--- src/rtl/fsm_rom_sched.sv ---
// fsm_rom_sched: round-robin scheduler that time-shares one 16x6 transition
// table among N_CH independent 3-bit FSM channels. Each cycle at most one
// requesting channel is granted, looked up at {a, state} and advanced.
// Table word = {next[2:0], out[2:0]}.
// Optional feature macro: CFG_WR_EN (writable table, cfg_* ports present).
module fsm_rom_sched #(
    parameter int         N_CH        = 4,
    parameter int         CW          = $clog2(N_CH),
    parameter logic [2:0] RESET_STATE = 3'd2
) (
    input  logic                clk,
    input  logic                reset,
    input  logic [N_CH-1:0]     req,
    input  logic [N_CH-1:0]     a_in,
    output logic [N_CH-1:0]     gnt,
    output logic                out_vld,
    output logic [CW-1:0]       out_ch,
    output logic [2:0]          out_code,
`ifdef CFG_WR_EN
    output logic [3*N_CH-1:0]   state_bus,
    input  logic                cfg_we,
    input  logic [3:0]          cfg_addr,
    input  logic [5:0]          cfg_data
`else
    output logic [3*N_CH-1:0]   state_bus
`endif
);

    // Default transition table: out mirrors the current state; unused
    // states fall back to state 2 so a corrupted channel recovers.
    function automatic logic [5:0] default_word(input logic [3:0] addr);
        logic       a;
        logic [2:0] s;
        logic [2:0] nxt;
        a = addr[3];
        s = addr[2:0];
        case (s)
            3'd1:    nxt = 3'd6;
            3'd2:    nxt = 3'd4;
            3'd4:    nxt = a ? 3'd1 : 3'd6;
            3'd6:    nxt = 3'd7;
            3'd7:    nxt = a ? 3'd4 : 3'd2;
            default: nxt = 3'd2;
        endcase
        return {nxt, s};
    endfunction

    logic [N_CH-1:0][2:0] state_q, state_d;
    logic [CW-1:0]        ptr_q, ptr_d;
    logic                 out_vld_q, out_vld_d;
    logic [CW-1:0]        out_ch_q, out_ch_d;
    logic [2:0]           out_code_q, out_code_d;

    logic                 gnt_any;
    logic [CW-1:0]        gnt_idx;
    logic                 arb_hit;
    logic [CW-1:0]        arb_idx;
    logic [3:0]           lk_addr;
    logic [5:0]           lk_word;
    logic                 wr_blk;

`ifdef CFG_WR_EN
    logic [5:0] tbl_q [16];
    logic [5:0] tbl_d [16];

    assign wr_blk  = cfg_we;
    assign lk_word = tbl_q[lk_addr];

    // Table write port: a write lands at the edge, visible from next cycle.
    always_comb begin
        tbl_d = tbl_q;
        if (cfg_we) tbl_d[cfg_addr] = cfg_data;
    end

    // Table register array, reloaded with the default contents on reset.
    always_ff @(posedge clk) begin
        if (!reset) begin
            for (int i = 0; i < 16; i++) tbl_q[i] <= default_word(4'(i));
        end else begin
            tbl_q <= tbl_d;
        end
    end
`else
    assign wr_blk  = 1'b0;
    assign lk_word = default_word(lk_addr);
`endif

    // Round-robin search starting at the pointer, wrapping modulo N_CH.
    always_comb begin
        int j;
        j       = 0;
        arb_hit = 1'b0;
        arb_idx = '0;
        for (int i = 0; i < N_CH; i++) begin
            j = int'(ptr_q) + i;
            if (j >= N_CH) j = j - N_CH;
            if (!arb_hit && req[j]) begin
                arb_hit = 1'b1;
                arb_idx = CW'(j);
            end
        end
    end

    // A table write takes the cycle: no grant, no lookup.
    assign gnt_any = arb_hit && !wr_blk;
    assign gnt_idx = arb_idx;
    assign gnt     = gnt_any ? (N_CH'(1) << gnt_idx) : '0;
    assign lk_addr = {a_in[gnt_idx], state_q[gnt_idx]};

    // Advance the granted channel and stage the lookup result.
    always_comb begin
        state_d    = state_q;
        ptr_d      = ptr_q;
        out_vld_d  = 1'b0;
        out_ch_d   = out_ch_q;
        out_code_d = out_code_q;
        if (gnt_any) begin
            state_d[gnt_idx] = lk_word[5:3];
            ptr_d            = (gnt_idx == CW'(N_CH - 1)) ? '0 : gnt_idx + CW'(1);
            out_vld_d        = 1'b1;
            out_ch_d         = gnt_idx;
            out_code_d       = lk_word[2:0];
        end
    end

    // Channel states, pointer and result registers with synchronous reset.
    always_ff @(posedge clk) begin
        if (!reset) begin
            for (int k = 0; k < N_CH; k++) state_q[k] <= RESET_STATE;
            ptr_q      <= '0;
            out_vld_q  <= 1'b0;
            out_ch_q   <= '0;
            out_code_q <= '0;
        end else begin
            state_q    <= state_d;
            ptr_q      <= ptr_d;
            out_vld_q  <= out_vld_d;
            out_ch_q   <= out_ch_d;
            out_code_q <= out_code_d;
        end
    end

    assign out_vld   = out_vld_q;
    assign out_ch    = out_ch_q;
    assign out_code  = out_code_q;
    assign state_bus = state_q;

endmodule

--- config.mk ---
export PLATFORM = sky130hd
export DESIGN_NAME = fsm_rom_sched
export DESIGN_NICKNAME = d
export VERILOG_FILES = /design/src/rtl/fsm_rom_sched.sv
export SDC_FILE = /design/constraint.sdc
export NUM_CORES = 1
export LEC_CHECK = 0
export ABC_AREA = 1
export CORE_MARGIN = 2
export CORE_UTILIZATION = 45
export CTS_BUF_LIST = sky130_fd_sc_hd__clkbuf_4 sky130_fd_sc_hd__clkbuf_8
export CTS_CLUSTER_SIZE = 30
export DETAILED_ROUTE_END_ITERATION = 16
export PLACE_DENSITY_LB_ADDON = 0.25
export SETUP_SLACK_MARGIN = 0.05
export SYNTH_ARGS = -nofsm -noshare
export SYNTH_HDL_FRONTEND = slang
export SYNTH_SLANG_ARGS = --single-unit
--- constraint.sdc ---
create_clock -name clk -period 1.86 [get_ports clk]
set_input_delay 0.279 -clock clk [delete_from_list [all_inputs] [get_ports clk]]
set_output_delay 0.279 -clock clk [all_outputs]
set_load 0.02 [all_outputs]
# Word level (Yosys, flattened, before mapping)
# Cells that the tools add are included.
# totals
regBits	20
output_inout_bits	22
word_cells	77
in_bits	10
# op_classes
n_lt_le_gt_ge	10
muxes	37
n_eq_ne	6
shifts	1
reduce_logical	7
addsub	8
# ops
op	count
< comparator 32 x 4 -> 1 bit (second input constant)	4
2-to-1 mux 32 bit	4
one-hot mux 3 bit (5 select lines)	1
2-to-1 mux 1 bit	14
bitwise mux 12 bit	1
2-to-1 mux 3 bit	4
subtractor 3 x 3 -> 4 bit (second input constant)	3
binary-select mux 1 bit (select 2 bit)	5
2-to-1 mux 2 bit	5
equality test 3 bit (second input constant)	3
>= comparator 3 bit (second input constant)	3
adder 2 x 2 -> 3 bit (second input constant)	2
binary-select mux 3 bit (select 2 bit)	1
demux 3 bit (select 2 bit)	1
logical AND 1 bit	4
2-to-1 mux 4 bit	1
<< shifter 1 x 2 -> 4 bit (first input constant)	1
subtractor 2 x 3 -> 4 bit (second input constant)	1
adder 2 x 1 -> 3 bit (second input constant)	1
equality test 3 x 1 -> 1 bit (second input constant)	1
equality test 3 x 2 -> 1 bit (second input constant)	1
>= comparator 2 x 3 -> 1 bit (second input constant)	1
logical NOT 1 bit	3
< comparator 2 x 3 -> 1 bit (second input constant)	1
other kinds (3)	3

# Depth between registers and ports, before layout
# Gate-level depths: netlist (run 1).
# logic_depth
depth_word	20
ltp_mapped	20
depth_no_buf	18

# Worst setup path before layout (run 1)
# Ideal clock, no wire load.
# synth_timing
path_type	flip-flop to flip-flop
start	register ptr_q[0]
end	register state_q, in the netlist state_bus[11]
required_time_ns	1.736
n_path_buf	2
synth_period_minus_slack_ns	2.085
setup_ns	0.124
setup_slack_ns	-0.225
stages_incl_launch_ff	17
arrival_ns	1.960
cell_sequence	dfxtp_1 buf_6 inv_6 nand2_1 nand2_2 nand2_2 nand2_2 nor2_8 nand3_4 nand3_4 buf_8 inv_2 ha_1 nand2_1 inv_1 o21ai_0 a21oi_2
# synth_between
elab_chain_len	20
word_cells_on_any_way	59
cone_classes	add/sub: 7; order compare: 6; eq/ne: 5; mux: 34; reduce/logical: 7
# synth_lines
item	line	rtl
start, declared	49	logic [CW-1:0] ptr_q, ptr_d;
start signal, assigned	136	ptr_q <= ptr_d;
branches (longest 14 deep; another with subtractor 3 x 3 -> 4 bit)	n/a	
2-to-1 mux 2 bit (*)	97	if (!arb_hit && req[j]) begin
via arb_idx[0]	57	logic [CW-1:0] arb_idx;
binary-select mux 3 bit (select 2 bit), or another cell as far along	108	assign lk_addr = {a_in[gnt_idx], state_q[gnt_idx]};
2-to-1 mux 3 bit (implied by the code), or another cell as far along	108	
equality test 3 bit, or another cell as far along	37	case (s)
one-hot mux 3 bit (5 select lines) or demux 3 bit (select 2 bit) (tied branches)	37, 118	
bitwise mux 12 bit (*)	118	state_d[gnt_idx] = lk_word[5:3];
end signal, assigned	135	state_q <= state_d;
end, declared	48	logic [N_CH-1:0][2:0] state_q, state_d;
# Mark *: on every way through the listed nets, which the timed path passes. The select of a mux whose other input is x is not followed.
# A chain may end at the register's enable or synchronous reset.

# Worst setup path in the final report (run 1)
# layout_timing
start	input req[1]
end	output gnt[0]
# layout_between
elab_chain_len	15
word_cells_on_any_way	28
cone_classes	shift: 1; mux: 21; reduce/logical: 6
# layout_lines
item	line	rtl
start, declared	13	input logic [N_CH-1:0] req,
binary-select mux 1 bit (select 2 bit)	97	
2-to-1 mux 1 bit (implied by the code) (2 in a row)	97	
2-to-1 mux 1 bit	97	
logical NOT 1 bit	97	
logical AND 1 bit	97	
2-to-1 mux 1 bit	97	
logical NOT 1 bit	97	
logical AND 1 bit	97	
2-to-1 mux 1 bit	97	
logical NOT 1 bit	97	
logical AND 1 bit	97	
2-to-1 mux 2 bit	97	
<< shifter 1 x 2 -> 4 bit	107	assign gnt = gnt_any ? (N_CH'(1) << gnt_idx) : '0;
2-to-1 mux 4 bit (*)	107	
end, declared	15	output logic [N_CH-1:0] gnt,
# Every way passes the cells marked *; elsewhere a longest branch is shown, timed or not. The select of a mux whose other input is x is not followed.

==> impl_metrics.env, run 1 <==
export IMPL_violations="negative setup slack"
export IMPL_endpoint_kind="output port"
export IMPL_finClkSkew_ns=0.01139
export IMPL_start_util_pct=46.74
export IMPL_fill_cells=155
export IMPL_final_hold_viol_count=0
export IMPL_cp_data_arrival_time_ns=2.06
export IMPL_critPathKind="primary input to output port"
export IMPL_synth_cell_area_um2=1415
export IMPL_placed_cell_area_um2=1998
export IMPL_antenna_cells=0
export IMPL_slew_headroom_pct=83.59
export IMPL_multi_input_area_um2=1166
export IMPL_cap_violations=0
export IMPL_slowest_delay_ns=0.48
export IMPL_yosysWarnings=0
export IMPL_tritoncts="built"
export IMPL_worstSetupStartpointType="primary input"
export IMPL_port_buffers=31
export IMPL_die_area_um2=3609
export IMPL_grt_first_pass_wirelength_mm=6.741
export IMPL_cts_max_level=1
export IMPL_syn_inst=209
export IMPL_crit_fanout=4
export IMPL_slowest_stage="clkdlybuf4s50_1"
export IMPL_synth_area_leaders="dfxtp_1 (28%), nand2_1 (17%), nand2_2 (7.5%), inv_1 (7.4%), nand3_1 (5.0%)"
export IMPL_drc_errors=0
export IMPL_layout_drive_gt1_share_pct=55.75
export IMPL_wl_per_cell_um=14.89
export IMPL_seq_area_um2=405.4
export IMPL_crit_chain="clkdlybuf4s50_1, inv_1, nand2_1, nand2_1, nand2_1, nand2_2, nand2_4, nand2_2, nand2_2, nand3_4, buf_6, ha_4, nand2_2, inv_4, buf_6"
export IMPL_period_minus_slack_ns=2.342
export IMPL_root_buffer="clkbuf_4"
export IMPL_ant_nets=0
export IMPL_io_pins=32
export IMPL_crit_family="buffers and inverters"
export IMPL_syn_avg_cell_area_um2=6.771
export IMPL_die_h_um=60.08
export IMPL_hold_worst_slack_ns=0.4769
export IMPL_clkTransAtPathRegs_ns=0.11
export IMPL_rsz0062_at_grt="true"
export IMPL_synth_top_area_cell="dfxtp_1"
export IMPL_status="finished, violations left"
export IMPL_initialDrtViolationCount=118
export IMPL_grt_pass1_vias=1466
export IMPL_final_setup_tns_ns=-8.346
export IMPL_worstMarginPinSlew_ns=0.2462
export IMPL_globalplace_congestion=0.9247
export IMPL_firstDrtPassIters=4
export IMPL_post_route_period_util_pct=125.9
export IMPL_synth_nets=223
export IMPL_antenna_found_initial=0
export IMPL_core_rowCount=20
export IMPL_core_area_um2=3028
export IMPL_min_path_type="flop to flop"
export IMPL_cp_common_cell="nand2_2"
export IMPL_overflow=0
export IMPL_slew_violations=0
export IMPL_area_delta_synth_final_pct=79.40
export IMPL_final_nets=302
export IMPL_synth_seq_cells=20
export IMPL_die_width_um=60.08
export IMPL_ys_types=25
export IMPL_grt_max_degree=17
export IMPL_yosysSeqAreaShare_pct=28.29
export IMPL_finalWirelength_mm=4.929
export IMPL_dp_final_hpwl_mm=2.714
export IMPL_setup_viol_count_final=19
export IMPL_cts_max_path_buffers=2
export IMPL_cp_data_required_time_ns=1.58
export IMPL_netlist_area_leader_share_pct=28.29
export IMPL_num_vias=1705
export IMPL_via_per_inst=5.151
export IMPL_numCtsBuffers=3
export IMPL_track_usage_pct=25.08
export IMPL_max_freq_ghz=0.4269
export IMPL_fin_area_um2=2539
export IMPL_setup_ws_ns=-0.4823
export IMPL_clk_latency_ns=0.31
export IMPL_crit_buf_inv=5
export IMPL_cts_sinks=20
export IMPL_pre_cts_slack_ns=-0.8625
==> layout make-up <==
cell class	count	share of cell area (%)
clock inverters	1	1.183
well taps	44	2.169
clock buffers	3	0.8871
flip-flops and latches	20	15.97
repair buffers	78	27.80
multi-input cells	152	45.93
inverters	33	6.062
==> worst register-to-register path, delay by kind of cell (launching register included) <==
family,cells,cell delay (ns)
AOI/OAI and AO/OA,2,0.33
buffers and inverters,4,0.57
DFF,1,0.41
and+or+nand+nor,12,0.91
==> cells in the final DEF (no fill, tap or decap), types with 2 or more instances in the layout <==
cell type        netlist  routed
nand4_1                4       4
o21ai_2                1       5
dfxtp_1               20      18
clkbuf_4               0       3
o211ai_1               5       5
buf_4                  0      40
a21oi_2                5       7
inv_2                  4       4
nand3_1               14       2
inv_4                  0       9
nand3_4                2       6
inv_1                 28      19
nand3_2                5      13
nand2_1               65      32
a21oi_1               12      10
buf_6                  1      10
o21ai_1                0       7
nand2_4                1      15
ha_4                   0       3
nand2_2               17      36
dlymetal6s2s_1         0       3
clkdlybuf4s50_1        0      24
==> synthesized netlist by cell type <==
cell	instances
ha_1	4
clkbuf_1	2
nor2_8	1
nand2_4	1
buf_6	1
nand3_1	14
nand3_2	5
inv_6	1
nand4_1	4
o211ai_2	1
nand3_4	2
a21oi_2	5
nor2_1	1
o21ai_2	1
inv_2	4
inv_1	28
a211oi_1	1
o211ai_1	5
a21oi_1	12
o21ai_0	12
nor2_2	1
nand2_1	65
nand2_2	17
buf_8	1
dfxtp_1	20
==> through the flow <==
stage	cells	utilization, %
2_1_floorplan	209	-
3_3_place_gp	306	65.99
3_5_place_dp	306	65.99
4_1_cts	322	77.02
5_1_grt	331	83.84
6_report	331	83.84
==> worst paths after layout <==
kind	from	end	slack (ns)	depth (start not counted)
worst max-delay path	req[1]	gnt[0]	-0.48	15
worst min-delay path	out_ch[0]$_SDFFE_PN0P_	out_ch[0]$_SDFFE_PN0P_	0.48	2
worst max register to register	ptr_q[0]$_SDFFE_PN0P_	state_bus[0]$_SDFFE_PN0P_	-0.45	18
worst min register to register	out_ch[0]$_SDFFE_PN0P_	out_ch[0]$_SDFFE_PN0P_	0.48	2
==> layer usage <==
layer | global-route usage (%) | vias up | routed length, µm
met2 | 40.84 | 67 | 2486
met3 | 3.463 | 17 | 267
met5 | 0 | - | 0
met4 | 6.984 | 0 | 128
met1 | 34.48 | 789 | 2047
li1 | - | 832 | -
==> cell families after synthesis <==
family	count (synthesis)	synth area share (%)
and+or+nand+nor	111	40.41
AOI/OAI and AO/OA	37	16.27
buffers and inverters	37	11.49
DFF	20	28.29
adders and majority gates	4	3.537
==> repair_timing <==
item                       4_1_cts  5_1_grt
setup endpoints to repair       20       22
buffers inserted                13        9
pin swaps                       20       31
hold buffers                     0        0
resized for setup               76       38
==> flip-flops by register name, summed over array words and instances (netlist names) <==
| name | cells |
|---|---|
| state_bus | 12 |
| out_code | 3 |
| out_ch | 2 |
| ptr_q | 2 |
| out_vld | 1 |
Power of run 1 is not shown: default switching activity piles up to over one toggle a cycle in this logic, so the estimate is an artifact.
==> inputs of run 2 (changes only) <==
--- a/config.mk
+++ b/config.mk
@@ -6,7 +6,6 @@
 export NUM_CORES = 1
 export LEC_CHECK = 0
 export ABC_AREA = 1
-export CORE_MARGIN = 2
 export CORE_UTILIZATION = 45
 export CTS_BUF_LIST = sky130_fd_sc_hd__clkbuf_4 sky130_fd_sc_hd__clkbuf_8
 export CTS_CLUSTER_SIZE = 30
==> run 2 against run 1 <==
The run still ends with negative setup slack left. Critical path depth is 1 lower. Via count is 2.1% lower. Clock-buffer cell count is 1 higher. Routed wire length is 8.9% lower. Final cell count is 2.7% lower. Critical path type is now flop to output port. Critical endpoint is now gnt[2]. Highest routed layer unchanged.
==> impl_metrics.env, run 2 (same netlist as run 1, synthesis figures left out) <==
export IMPL_cts_max_path_buffers=2
export IMPL_finClkSkew_ns=0.004265
export IMPL_setup_ws_ns=-0.4278
export IMPL_endpoint_kind="output port"
export IMPL_pre_cts_slack_ns=-0.8488
export IMPL_via_per_inst=5.186
export IMPL_hold_worst_slack_ns=0.4814
export IMPL_crit_fanout=6
export IMPL_cp_data_required_time_ns=1.58
export IMPL_numCtsBuffers=3
export IMPL_final_nets=295
export IMPL_track_usage_pct=24.92
export IMPL_root_buffer="clkbuf_4"
export IMPL_io_pins=32
export IMPL_worstMarginPinSlew_ns=0.2624
export IMPL_area_delta_synth_final_pct=71.09
export IMPL_final_setup_tns_ns=-6.718
export IMPL_max_freq_ghz=0.4371
export IMPL_clk_latency_ns=0.30
export IMPL_core_rowCount=19
export IMPL_die_h_um=58.08
export IMPL_finalWirelength_mm=4.490
export IMPL_cap_violations=0
export IMPL_antenna_cells=0
export IMPL_final_hold_viol_count=0
export IMPL_die_width_um=58.08
export IMPL_wl_per_cell_um=13.94
export IMPL_die_area_um2=3373
export IMPL_clkTransAtPathRegs_ns=0.11
export IMPL_violations="negative setup slack"
export IMPL_grt_max_degree=17
export IMPL_globalplace_congestion=0.8150
export IMPL_ant_nets=0
export IMPL_start_util_pct=49.20
export IMPL_final_cell_mix="nand2_1 (40), nand2_2 (30), buf_4 (29), clkdlybuf4s50_1 (26), inv_1 (19)"
export IMPL_final_common_cell="nand2_1"
export IMPL_min_path_type="flop to flop"
export IMPL_grt_first_pass_wirelength_mm=6.575
export IMPL_firstDrtPassIters=4
export IMPL_fill_cells=149
export IMPL_cp_data_arrival_time_ns=2.01
export IMPL_post_route_util_pct=84.17
export IMPL_antenna_found_initial=0
export IMPL_slew_violations=0
export IMPL_post_route_period_util_pct=123.0
export IMPL_rsz0062_at_grt="true"
export IMPL_cts_max_level=1
export IMPL_drc_errors=0
export IMPL_dp_final_hpwl_mm=2.718
export IMPL_layout_drive_gt1_share_pct=51.07
export IMPL_grt_pass1_vias=1518
export IMPL_largest_reg_flops=12
export IMPL_cts_sinks=20
export IMPL_status="finished, violations left"
export IMPL_overflow=0
export IMPL_port_buffers=31
export IMPL_num_vias=1670
export IMPL_worstSetupStartpointType="flop"
export IMPL_core_area_um2=2877
export IMPL_initialDrtViolationCount=68
export IMPL_tritoncts="built"
export IMPL_setup_viol_count_final=19
export IMPL_slew_headroom_pct=82.48
export IMPL_critPathKind="flop to output port"
export IMPL_period_minus_slack_ns=2.288
run 2: worst max-delay path: stages, from the launching register on:
cell     delay, ns
dfxtp_4       0.41
buf_6         0.14
nand2_1       0.07
nand2_2       0.08
nand2_4       0.06
nand2_2       0.05
nand2_2       0.08
nand2_2       0.05
nand2_2       0.09
nand3_4       0.14
buf_12        0.17
ha_4          0.15
nand2_4       0.08
inv_4         0.04
buf_6         0.12
run 2: per-layer routing:
| metal | share of wire [%] | GRT usage (%) |
|---|---|---|
| met5 | 0 | 0 |
| met4 | 1.7 | 5.102 |
| met3 | 5.1 | 3.125 |
| met2 | 49 | 43.68 |
| met1 | 44 | 32.78 |
run 2: path summary, 6_finish.rpt:
kind	endpoint	slack, ns	cells past startpoint	startpoint
worst max register to register	state_bus[8]$_SDFFE_PN0P_	-0.39	17	ptr_q[0]$_SDFFE_PN0P_
worst max-delay path	gnt[2]	-0.43	14	ptr_q[0]$_SDFFE_PN0P_
worst min register to register	out_ch[0]$_SDFFE_PN0P_	0.48	2	out_ch[0]$_SDFFE_PN0P_
worst min-delay path	out_ch[0]$_SDFFE_PN0P_	0.48	2	out_ch[0]$_SDFFE_PN0P_
run 2: final cells by class:
class                           count  area (µm²)  area share, %
Tap cell                           42       52.55          2.171
Inverter                           33       155.1          6.408
Timing Repair Buffer               71       668.1          27.60
Sequential cell                    20       407.9          16.85
Clock buffer                        4       36.28          1.499
Multi-Input combinational cell    152        1101          45.48
run 2: what timing repair did:
action	CTS	global route
buffers inserted	9	5
resized for setup	64	36
endpoints found under the setup margin	20	23
hold buffers	0	0
pin swaps	12	22
run 2: stage by stage:
stage               cell area [µm²]  instances
finish                         2421        322
global route                   2421        322
CTS                            2240        317
detailed placement             1996        304
global placement               1996        304
floorplan                      1471        209
Power of run 2 is left out for the same reason.
==> inputs of run 3 (changes only) <==
--- a/config.mk
+++ b/config.mk
@@ -6,7 +6,9 @@
 export NUM_CORES = 1
 export LEC_CHECK = 0
 export ABC_AREA = 1
-export CORE_UTILIZATION = 45
+export CELL_PAD_IN_SITES_DETAIL_PLACEMENT = 1
+export CELL_PAD_IN_SITES_GLOBAL_PLACEMENT = 1
+export CORE_UTILIZATION = 33
 export CTS_BUF_LIST = sky130_fd_sc_hd__clkbuf_4 sky130_fd_sc_hd__clkbuf_8
 export CTS_CLUSTER_SIZE = 30
 export DETAILED_ROUTE_END_ITERATION = 16
==> run 3 against run 2 <==
The flow still finishes with violations (negative setup slack). Utilization fell by 18 points. Sequential share of layout area fell by 1.7 points. Routed wire length rose by 58%. First-iteration DRC count did not move. Clock skew barely moved. Worst hold slack improved by 0.032 ns. Setup slack got worse by 0.057 ns. Critical endpoint is now state_bus[6]$_SDFFE_PN0P_. Highest routed layer unchanged.
==> impl_metrics.env, run 3 (same netlist as run 1, synthesis figures left out) <==
export IMPL_placedCellCount=313
export IMPL_grt_busiest_layer="met2"
export IMPL_root_buffer="clkbuf_8"
export IMPL_via_per_inst=5.419
export IMPL_crit_chain="buf_6, nand2_2, nand2_2, nand2_2, nand2_4, nor2_8, nand3_2, nand3_2, nand2_4, buf_4, buf_6, nand3_4, nand2_4, buf_4, buf_4, o211ai_4, a21oi_2"
export IMPL_final_nets=297
export IMPL_dp_final_hpwl_mm=3.463
export IMPL_slew_headroom_pct=79.05
export IMPL_die_width_um=67.49
export IMPL_tritoncts="built"
export IMPL_io_pins=32
export IMPL_initialDrtViolationCount=68
export IMPL_slowest_delay_ns=0.39
export IMPL_drc_errors=0
export IMPL_area_delta_synth_final_pct=88.68
export IMPL_setup_ws_ns=-0.4845
export IMPL_wl_per_cell_um=21.31
export IMPL_start_util_pct=34.88
export IMPL_final_hold_viol_count=0
export IMPL_die_h_um=67.49
export IMPL_final_common_cell="nand2_2"
export IMPL_slowest_stage="dfxtp_4"
export IMPL_crit_fanout=5
export IMPL_critPathKind="flop to flop"
export IMPL_crit_buf_inv=5
export IMPL_fill_cells=466
export IMPL_worstMarginPinSlew_ns=0.3127
export IMPL_seq_area_um2=405.4
export IMPL_core_area_um2=4058
export IMPL_instances_no_fill=332
export IMPL_grt_pass1_vias=1872
export IMPL_globalplace_congestion=0.8357
export IMPL_grt_first_pass_wirelength_mm=9.625
export IMPL_grt_met1_usage_pct=32.52
export IMPL_die_area_um2=4554
export IMPL_violations="negative setup slack"
export IMPL_antenna_cells=0
export IMPL_core_rowCount=23
export IMPL_cts_sinks=20
export IMPL_multi_input_area_um2=1295
export IMPL_post_route_util_pct=65.80
export IMPL_finalWirelength_mm=7.074
export IMPL_overflow=0
export IMPL_cp_data_required_time_ns=2.01
export IMPL_layout_drive_gt1_share_pct=60.64
export IMPL_crit_family="simple AND/OR/NAND/NOR gates"
export IMPL_rsz0062_at_grt="true"
export IMPL_finClkSkew_ns=0.004115
export IMPL_use_met2_pct=54.58
export IMPL_pre_cts_slack_ns=-0.9081
export IMPL_grt_max_degree=17
export IMPL_final_setup_tns_ns=-8.305
export IMPL_cts_max_path_buffers=2
export IMPL_slew_violations=0
export IMPL_cp_data_arrival_time_ns=2.49
export IMPL_antenna_found_initial=0
export IMPL_endpoint_kind="flop"
export IMPL_clkTransAtPathRegs_ns=0.08
export IMPL_numCtsBuffers=3
export IMPL_clk_latency_ns=0.27
export IMPL_max_freq_ghz=0.4265
export IMPL_cap_violations=0
export IMPL_num_vias=1799
export IMPL_cts_max_level=1
export IMPL_status="finished, violations left"
export IMPL_post_route_period_util_pct=126.0
export IMPL_final_cell_mix="nand2_2 (35), buf_4 (30), nand2_4 (25), clkdlybuf4s50_1 (23), nand2_1 (22)"
export IMPL_min_path_type="flop to flop"
export IMPL_ant_nets=0
export IMPL_use_met3_pct=3.547
export IMPL_largest_reg_flops=12
export IMPL_period_minus_slack_ns=2.344
export IMPL_firstDrtPassIters=4
export IMPL_cts_hold_fix_buffers=0
export IMPL_port_buffers=31
export IMPL_setup_viol_count_final=20
export IMPL_worstSetupStartpointType="flop"
export IMPL_track_usage_pct=29.58
==> run 3: cell count changes in the layout (fill, tap and decap cells not counted), sizes merged <==
cell,delta
buf,+2
clkdlybuf4s50,-3
clkinvlp,-1
dlygate4sd2,+4
dlymetal6s2s,-1
inv,+1
==> run 3: layer usage <==
metal / routed length, µm / vias up
li1: - / 820
met1: 2755 / 893
met2: 3806 / 62
met3: 242 / 24
met4: 270 / 0
met5: 0 / -
==> run 3: path summary, 6_finish.rpt <==
check                                             from                         to  slack, ns  cells past startpoint
worst max-delay path             ptr_q[0]$_SDFFE_PN0P_  state_bus[6]$_SDFFE_PN0P_      -0.48                     17
worst min-delay path            out_ch[1]$_SDFFE_PN0P_     out_ch[1]$_SDFFE_PN0P_       0.51                      2
worst max register to register   ptr_q[0]$_SDFFE_PN0P_  state_bus[6]$_SDFFE_PN0P_      -0.48                     17
worst min register to register  out_ch[1]$_SDFFE_PN0P_     out_ch[1]$_SDFFE_PN0P_       0.51                      2
==> run 3: final cells by class <==
type	instances	share of cell area (%)
tap	50	2.343
multi-input combinational	152	48.50
timing repair buffer	73	26.05
clock buffer	4	2.062
inverter	33	5.858
sequential	20	15.18
==> run 3: worst register-to-register path, cell delays in order, from the launching register on <==
cell	delay, ns
dfxtp_4	0.39
buf_6	0.14
nand2_2	0.07
nand2_2	0.08
nand2_2	0.10
nand2_4	0.07
nor2_8	0.13
nand3_2	0.08
nand3_2	0.08
nand2_4	0.11
buf_4	0.16
buf_6	0.12
nand3_4	0.06
nand2_4	0.10
buf_4	0.14
buf_4	0.13
o211ai_4	0.14
a21oi_2	0.11
==> run 3: through the flow <==
step	hold slack [ns]	instance area, µm²
6_report	0.5135	2670
4_1_cts	0.4818	2409
5_1_grt	0.5428	2670
3_3_place_gp	0.4574	2013
2_1_floorplan	0.3960	1471
3_5_place_dp	0.4736	2013
==> run 3: timing repair <==
item	4_1_cts	5_1_grt
setup buffers	12	5
pin swaps	32	39
endpoints found under the setup margin	21	22
gates resized for setup	96	59
Power of run 3 is left out for the same reason.
